**src/rtl/udma_i2c_chan_arb_pkg.sv**
```systemverilog
// Shared opcode constants and arbiter state encodings for the uDMA I2C channel front-end.
package udma_i2c_pkg;

    localparam int unsigned I2C_OPC_W = 4;

    localparam logic [I2C_OPC_W-1:0] I2C_CMD_START   = 4'b0000;
    localparam logic [I2C_OPC_W-1:0] I2C_CMD_WAIT_EV = 4'b0001;
    localparam logic [I2C_OPC_W-1:0] I2C_CMD_STOP    = 4'b0010;
    localparam logic [I2C_OPC_W-1:0] I2C_CMD_RD_ACK  = 4'b0100;
    localparam logic [I2C_OPC_W-1:0] I2C_CMD_RD_NACK = 4'b0110;
    localparam logic [I2C_OPC_W-1:0] I2C_CMD_WR      = 4'b1000;
    localparam logic [I2C_OPC_W-1:0] I2C_CMD_EOT     = 4'b1001;
    localparam logic [I2C_OPC_W-1:0] I2C_CMD_WAIT    = 4'b1010;
    localparam logic [I2C_OPC_W-1:0] I2C_CMD_RPT     = 4'b1100;
    localparam logic [I2C_OPC_W-1:0] I2C_CMD_CFG     = 4'b1110;

    typedef logic [1:0] arb_state_e;

    localparam arb_state_e ST_IDLE  = 2'd0;
    localparam arb_state_e ST_OWNED = 2'd1;
    localparam arb_state_e ST_ABORT = 2'd2;

endpackage

```
**src/rtl/udma_i2c_chan_arb_rr_pick.sv**
```systemverilog
// Combinational round-robin picker: first requester at or after ptr_i, wrapping mod N.
module udma_i2c_rr_pick #(
    parameter int unsigned N  = 4,
    parameter int unsigned IW = 2
) (
    input  logic [N-1:0]  req_i,
    input  logic [IW-1:0] ptr_i,
    output logic [N-1:0]  gnt_o,
    output logic [IW-1:0] idx_o,
    output logic          any_o
);

    always_comb begin
        int unsigned k;
        logic [IW-1:0] kk;
        gnt_o = '0;
        idx_o = '0;
        any_o = 1'b0;
        k     = 0;
        kk    = '0;
        for (int unsigned i = 0; i < N; i++) begin
            k = 32'(ptr_i) + i;
            if (k >= N) k = k - N;
            kk = IW'(k);
            if (!any_o && req_i[kk]) begin
                any_o     = 1'b1;
                gnt_o[kk] = 1'b1;
                idx_o     = kk;
            end
        end
    end

endmodule

```
**src/rtl/udma_i2c_chan_arb.sv**
```systemverilog
// N-channel transaction-atomic arbiter in front of udma_i2c_control, with EOT/NACK routing
// and an idle watchdog that forces a STOP when the owner stalls.
module udma_i2c_chan_arb
    import udma_i2c_pkg::*;
#(
    parameter int unsigned N_CH   = 4,
    parameter int unsigned CMD_W  = 32,
    parameter int unsigned DATA_W = 8,
    parameter int unsigned TO_W   = 16,
    localparam int unsigned OW    = (N_CH > 1) ? $clog2(N_CH) : 1
) (
    input  logic                     clk_i,
    input  logic                     rst_i,
    input  logic [TO_W-1:0]          cfg_timeout_i,
    input  logic [N_CH*CMD_W-1:0]    ch_cmd_i,
    input  logic [N_CH-1:0]          ch_cmd_valid_i,
    output logic [N_CH-1:0]          ch_cmd_ready_o,
    input  logic [N_CH*DATA_W-1:0]   ch_tx_i,
    input  logic [N_CH-1:0]          ch_tx_valid_i,
    output logic [N_CH-1:0]          ch_tx_ready_o,
    output logic [DATA_W-1:0]        ch_rx_o,
    output logic [N_CH-1:0]          ch_rx_valid_o,
    input  logic [N_CH-1:0]          ch_rx_ready_i,
    output logic [N_CH-1:0]          ch_eot_o,
    output logic [N_CH-1:0]          ch_nack_o,
    output logic [N_CH-1:0]          ch_timeout_o,
    output logic [CMD_W-1:0]         core_cmd_o,
    output logic                     core_cmd_valid_o,
    input  logic                     core_cmd_ready_i,
    output logic [DATA_W-1:0]        core_tx_o,
    output logic                     core_tx_valid_o,
    input  logic                     core_tx_ready_i,
    input  logic [DATA_W-1:0]        core_rx_i,
    input  logic                     core_rx_valid_i,
    output logic                     core_rx_ready_o,
    input  logic                     core_eot_i,
    input  logic                     core_nack_i,
    output logic [OW-1:0]            owner_o,
    output logic                     locked_o
);

    arb_state_e        state_q, state_d;
    logic [OW-1:0]     ptr_q, ptr_d;
    logic [OW-1:0]     owner_q, owner_d;
    logic [N_CH-1:0]   owner_oh_q, owner_oh_d;
    logic [TO_W-1:0]   wdog_q, wdog_d;
    logic [N_CH-1:0]   eot_q, eot_d;
    logic [N_CH-1:0]   nack_q, nack_d;
    logic [N_CH-1:0]   to_q, to_d;

    logic [CMD_W-1:0]  cmd_arr [N_CH];
    logic [DATA_W-1:0] tx_arr  [N_CH];

    logic [N_CH-1:0]   pick_gnt;
    logic [OW-1:0]     pick_idx;
    logic              pick_any;
    logic [OW-1:0]     ptr_next;
    logic              hs;
    logic              wdog_hit;

    always_comb begin
        for (int unsigned k = 0; k < N_CH; k++) begin
            cmd_arr[k] = ch_cmd_i[k*CMD_W +: CMD_W];
            tx_arr[k]  = ch_tx_i[k*DATA_W +: DATA_W];
        end
    end

    udma_i2c_rr_pick #(
        .N  (N_CH),
        .IW (OW)
    ) u_pick (
        .req_i (ch_cmd_valid_i),
        .ptr_i (ptr_q),
        .gnt_o (pick_gnt),
        .idx_o (pick_idx),
        .any_o (pick_any)
    );

    assign ptr_next = (owner_q == OW'(N_CH - 1)) ? '0 : owner_q + 1'b1;
    assign wdog_hit = (cfg_timeout_i != '0) && (wdog_q >= cfg_timeout_i);

    always_comb begin
        ch_cmd_ready_o   = '0;
        ch_tx_ready_o    = '0;
        ch_rx_valid_o    = '0;
        core_cmd_o       = '0;
        core_cmd_valid_o = 1'b0;
        core_tx_o        = '0;
        core_tx_valid_o  = 1'b0;
        core_rx_ready_o  = 1'b0;
        case (state_q)
            ST_OWNED: begin
                core_cmd_o       = cmd_arr[owner_q];
                core_cmd_valid_o = ch_cmd_valid_i[owner_q];
                ch_cmd_ready_o   = owner_oh_q & {N_CH{core_cmd_ready_i}};
                core_tx_o        = tx_arr[owner_q];
                core_tx_valid_o  = ch_tx_valid_i[owner_q];
                ch_tx_ready_o    = owner_oh_q & {N_CH{core_tx_ready_i}};
                ch_rx_valid_o    = owner_oh_q & {N_CH{core_rx_valid_i}};
                core_rx_ready_o  = ch_rx_ready_i[owner_q];
            end
            ST_ABORT: begin
                // Drain the core: RX is accepted and dropped while STOP is pending.
                core_cmd_o       = {I2C_CMD_STOP, {(CMD_W-I2C_OPC_W){1'b0}}};
                core_cmd_valid_o = 1'b1;
                core_rx_ready_o  = 1'b1;
            end
            default: ;
        endcase
    end

    assign hs = (core_cmd_valid_o & core_cmd_ready_i)
              | (core_tx_valid_o  & core_tx_ready_i)
              | (core_rx_valid_i  & core_rx_ready_o);

    always_comb begin
        state_d    = state_q;
        ptr_d      = ptr_q;
        owner_d    = owner_q;
        owner_oh_d = owner_oh_q;
        wdog_d     = wdog_q;
        eot_d      = '0;
        nack_d     = '0;
        to_d       = '0;
        case (state_q)
            ST_IDLE: begin
                wdog_d = '0;
                if (pick_any) begin
                    owner_d    = pick_idx;
                    owner_oh_d = pick_gnt;
                    state_d    = ST_OWNED;
                end
            end
            ST_OWNED: begin
                if (core_nack_i) nack_d = owner_oh_q;
                // EOT outranks the watchdog; a handshake on the hit cycle cancels the abort.
                if (core_eot_i) begin
                    eot_d   = owner_oh_q;
                    ptr_d   = ptr_next;
                    state_d = ST_IDLE;
                end else if (hs) begin
                    wdog_d = '0;
                end else if (wdog_hit) begin
                    state_d = ST_ABORT;
                end else if (wdog_q != '1) begin
                    wdog_d = wdog_q + 1'b1;
                end
            end
            ST_ABORT: begin
                if (core_eot_i) begin
                    eot_d   = owner_oh_q;
                    ptr_d   = ptr_next;
                    state_d = ST_IDLE;
                end else if (core_cmd_ready_i) begin
                    to_d    = owner_oh_q;
                    ptr_d   = ptr_next;
                    state_d = ST_IDLE;
                end
            end
            default: state_d = ST_IDLE;
        endcase
    end

    always_ff @(posedge clk_i) begin
        if (rst_i) begin
            state_q    <= ST_IDLE;
            ptr_q      <= '0;
            owner_q    <= '0;
            owner_oh_q <= N_CH'(1);
            wdog_q     <= '0;
            eot_q      <= '0;
            nack_q     <= '0;
            to_q       <= '0;
        end else begin
            state_q    <= state_d;
            ptr_q      <= ptr_d;
            owner_q    <= owner_d;
            owner_oh_q <= owner_oh_d;
            wdog_q     <= wdog_d;
            eot_q      <= eot_d;
            nack_q     <= nack_d;
            to_q       <= to_d;
        end
    end

    assign ch_rx_o      = core_rx_i;
    assign ch_eot_o     = eot_q;
    assign ch_nack_o    = nack_q;
    assign ch_timeout_o = to_q;
    assign owner_o      = owner_q;
    assign locked_o     = (state_q == ST_OWNED) || (state_q == ST_ABORT);

endmodule

```
**config.mk**
```make
export PLATFORM = sky130hd
export DESIGN_NAME = udma_i2c_chan_arb
export DESIGN_NICKNAME = d
export VERILOG_FILES = /design/src/rtl/udma_i2c_chan_arb_pkg.sv /design/src/rtl/udma_i2c_chan_arb_rr_pick.sv /design/src/rtl/udma_i2c_chan_arb.sv
export SDC_FILE = /design/constraint.sdc
export NUM_CORES = 1
export LEC_CHECK = 0
export BUFFER_PORTS_ARGS = -buffer_cell sky130_fd_sc_hd__buf_2
export CAP_MARGIN = 10
export CORE_AREA = 2 2 108 110
export CTS_CLUSTER_SIZE = 20
export DETAILED_ROUTE_END_ITERATION = 10
export DIE_AREA = 0 0 110 112
export PLACE_DENSITY = 0.82
export RECOVER_POWER = 25
export SLEW_MARGIN = 20
export SYNTH_ARGS = -nofsm -noshare
export SYNTH_HDL_FRONTEND = slang
export SYNTH_SLANG_ARGS = --single-unit
```
**constraint.sdc**
```tcl
create_clock -name clk_i -period 9.7 [get_ports clk_i]
set_clock_uncertainty 0.05 [all_clocks]
set_input_delay 1.94 -clock clk_i [delete_from_list [all_inputs] [get_ports clk_i]]
set_output_delay 1.94 -clock clk_i [all_outputs]
set_load 0.02 [all_outputs]
```
==> key figures <==
Job
  • MaxCap Viol Count: 2

Detailed routing
  • Antenna Nets Post-Route: 0
  • Routed via count divided by cell count: 5.56
  • DR WL/cell: 20.0 µm
  • DR iter-0 viols: 303
  • DRC: 0
  • 1st-pass router iterations: 5
  • Vias: 4474
  • Total wire length: 16100 µm

Power and ir drop
  • Sw Share: 34.3%
  • Lkg Pwr: 0.00270 µW
  • Comb power frac: 41.5%
  • Power consumption: 744 µW
  • PwrDens: 137 nW/µm²
  • Maximum vdd drop: 0.000110 V
  • Pint: 489 µW
  • NetSw: 255 µW
  • Sequential group share of total power: 29.0%
  • Clk pwr share: 29.5%

CTS
  • CTS max path bufs: 2
  • Hold-fix buffers, CTS: 0
  • CTS tree: yes
  • Clock root buffer master: clkbuf_16
  • Setup bufs post-CTS: 0
  • Clk_lat worst skew: 0.28 ns
  • H-tree Lvls: 2
  • Clock sinks: 38
  • Clock Pin Slew Worst Setup and Hold Paths: 0.06 ns
  • TritonCTS buffer count: 5
  • Post-CTS Resized: 0

Worst hold path
  • Hold Crit Class: reg2reg
  • Hold path startpoint: wdog_q[2]
  • WHS Endpoint: wdog_q[2]
  • Min-Delay Path Depth: 1

Synthesis
  • Synth Area in Simple Gates: 23.3%
  • Multiplexer share of the synthesized area: 27.3%
  • Combinational family with the most area after synthesis: multiplexers
  • Synth area leaders: mux4_2, dfxtp_1, ha_1
  • Mapped Cells: 419
  • Ys Warns: 0
  • Most frequent cell after synthesis: and2_1
  • Post-synth EDFFs: 0
  • Syn Std Cell Area: 3900 µm²
  • Cell taking the most area after synthesis: mux4_2
  • FFs w/ async S/R, synth: 0%
  • Main flop type after synthesis: dfxtp_1
  • Area share of the largest cell type after synthesis: 26.0%
  • Part of the Yosys area used for sequential elements: 19.5%
  • Net count after synthesis: 647
  • Xor/xnor cell area share of the yosys netlist: 0.449%
  • Flops & latches, synth: 38
  • Synth Area in Compound Gates: 14.5%
  • Synth Area in Adders: 8.02%
  • Synth cell types: 57
  • Syn Area/Cell: 9.31 µm²
  • Post-synth top cells: and2_1, mux4_2, dfxtp_1

Timing
  • RSZ-0062 raised after global routing: false
  • Final period utilization: 58.6%
  • Period minus WS final: 5.68 ns
  • Worst hold margin: 0.455 ns
  • Count of final max-slew check failures: 95
  • TNS Setup: 0 ns
  • Max Fclk: 176 MHz
  • Final setup fails: 0
  • Worst-Margin Slew: 2.78 ns
  • Final number of hold-violating endpoints: 0
  • Slew margin rel.: -85.1%

Finish
  • Share of layout cells above drive strength 1: 47.1%
  • Layout area overhead: 38.8%
  • Layout Cells excl Fill: 804
  • Nets: 885
  • Sequential cell area: 761 µm²
  • # fillers: 1098
  • Area of the multi-input gates: 2870 µm²

Floorplan
  • Total core area: 11200 µm²
  • Die X: 110 µm
  • Die height: 112 µm
  • Initial Util: 34.9%
  • Site row count: 39
  • DIE AREA: 12300 µm²
  • IO Count: 281

Critical path
  • Startpoint types: flop
  • Critical path capture point type: output pin
  • Worst reg-to-reg path cell count: 6
  • Critical Path AT: 3.69 ns
  • Critical path class: reg2out
  • R2R Path End: wdog_q[7]
  • Worst Path Max Fanout: 47
  • FF-to-FF setup slack: 4.91 ns
  • RR Startpoint: owner_o[0]
  • Req. time, crit path: 7.71 ns

Global routing
  • First-pass GRT wire length: 23400 µm
  • Antenna violations before repair: 5
  • GRT overflow: 0
  • Vias in the first global route: 4260
  • All-Layer GR Usage: 25.7%
  • Largest net degree at the start of global routing: 48

Placed design
  • Post-DP HPWL: 13600 µm
  • DP Cell Count: 793
  • IO Port Bufs: 264
  • Routability cong.: 0.904

Status
  • Status: complete, but fails checks
  • Failing checks: max-capacitance violations, max-slew violations
==> power groups by stage <==
stage	Sequential, µW	Combinational [µW]	Clock (µW)
floorplan	180	237	0
global placement	221	296	0
detailed placement	222	301	0
CTS	219	302	221
global route	224	334	231
finish	216	309	219
==> kinds of logic after synthesis <==
group | count (synthesis)
simple gates | 169
compound gates | 76
buf+inv | 59
mux | 50
flops | 38
fa+ha+maj | 25
xor+xnor | 2
==> critical path, cell delays in order (launching register included) <==
cell	delay, ns
dfxtp_1	2.19
mux4_2	0.79
and2_1	0.20
buf_2	0.15
==> state kept, by name (all words and copies together) (netlist names) <==
signal        count
ptr_q             2
wdog_q           16
ch_timeout_o      4
ch_eot_o          4
state_q           2
ch_nack_o         4
owner_oh_q        4
owner_o           2
==> cell type report <==
| type | instances | share of cell area, % |
|---|---|---|
| inverter | 25 | 1.73 |
| multi-input combinational | 322 | 52.9 |
| tap | 143 | 3.30 |
| timing repair buffer | 265 | 24.2 |
| clock buffer | 6 | 2.56 |
| sequential | 38 | 14.0 |
| clock inverter | 2 | 1.11 |
| antenna | 3 | 0.139 |
==> through the flow <==
step | area [µm²] | utilization (%) | setup WS, ns
floorplan | 3900 | - | 4.89
global placement | 5240 | 46.8 | 4.76
detailed placement | 5240 | 46.8 | 4.77
CTS | 5430 | 48.6 | 4.76
global route | 5410 | 48.4 | 3.47
finish | 5420 | 48.5 | 4.02
==> how the worst max path moves through the flow <==
stage          slack, ns          endpoint  depth (start not counted)         startpoint
2_1_floorplan       4.89  core_cmd_valid_o                          3  ch_cmd_valid_i[3]
3_3_place_gp        4.76   core_tx_valid_o                          4   ch_tx_valid_i[3]
3_5_place_dp        4.77   core_tx_valid_o                          4   ch_tx_valid_i[3]
4_1_cts             4.76   core_tx_valid_o                          4   ch_tx_valid_i[3]
5_1_grt             3.47   core_tx_valid_o                          3         owner_o[0]
6_report            4.02   core_tx_valid_o                          3         owner_o[0]
==> layer usage <==
metal	global-route usage [%]	up-vias	part of all wire, %
li1	-	2053	-
met1	29.1	2131	35
met2	43.7	249	50
met3	8.55	37	11
met4	10.6	4	4.2
met5	0	-	0.14
==> layout by cell type, fill, tap and decap left out, drive strengths merged, types with 2 or more instances in the layout <==
| cell | count |
|---|---|
| diode | 3 |
| nand3 | 7 |
| o31ai | 6 |
| mux4 | 45 |
| buf | 250 |
| nor4 | 5 |
| nor3b | 2 |
| xor2 | 2 |
| a21oi | 13 |
| dfxtp | 38 |
| a22oi | 5 |
| nor3 | 9 |
| a21o | 5 |
| inv | 25 |
| nor2b | 4 |
| a221oi | 3 |
| and2 | 50 |
| clkbuf | 21 |
| a22o | 5 |
| nor2 | 33 |
| nand4 | 6 |
| ha | 25 |
| or2 | 3 |
| and3 | 17 |
| a211oi | 6 |
| or3 | 3 |
| o21ai | 12 |
| a211o | 6 |
| mux2i | 4 |
| and4 | 3 |
| bufinv | 2 |
| nand2 | 25 |
Power figures use the tool's default switching activity.
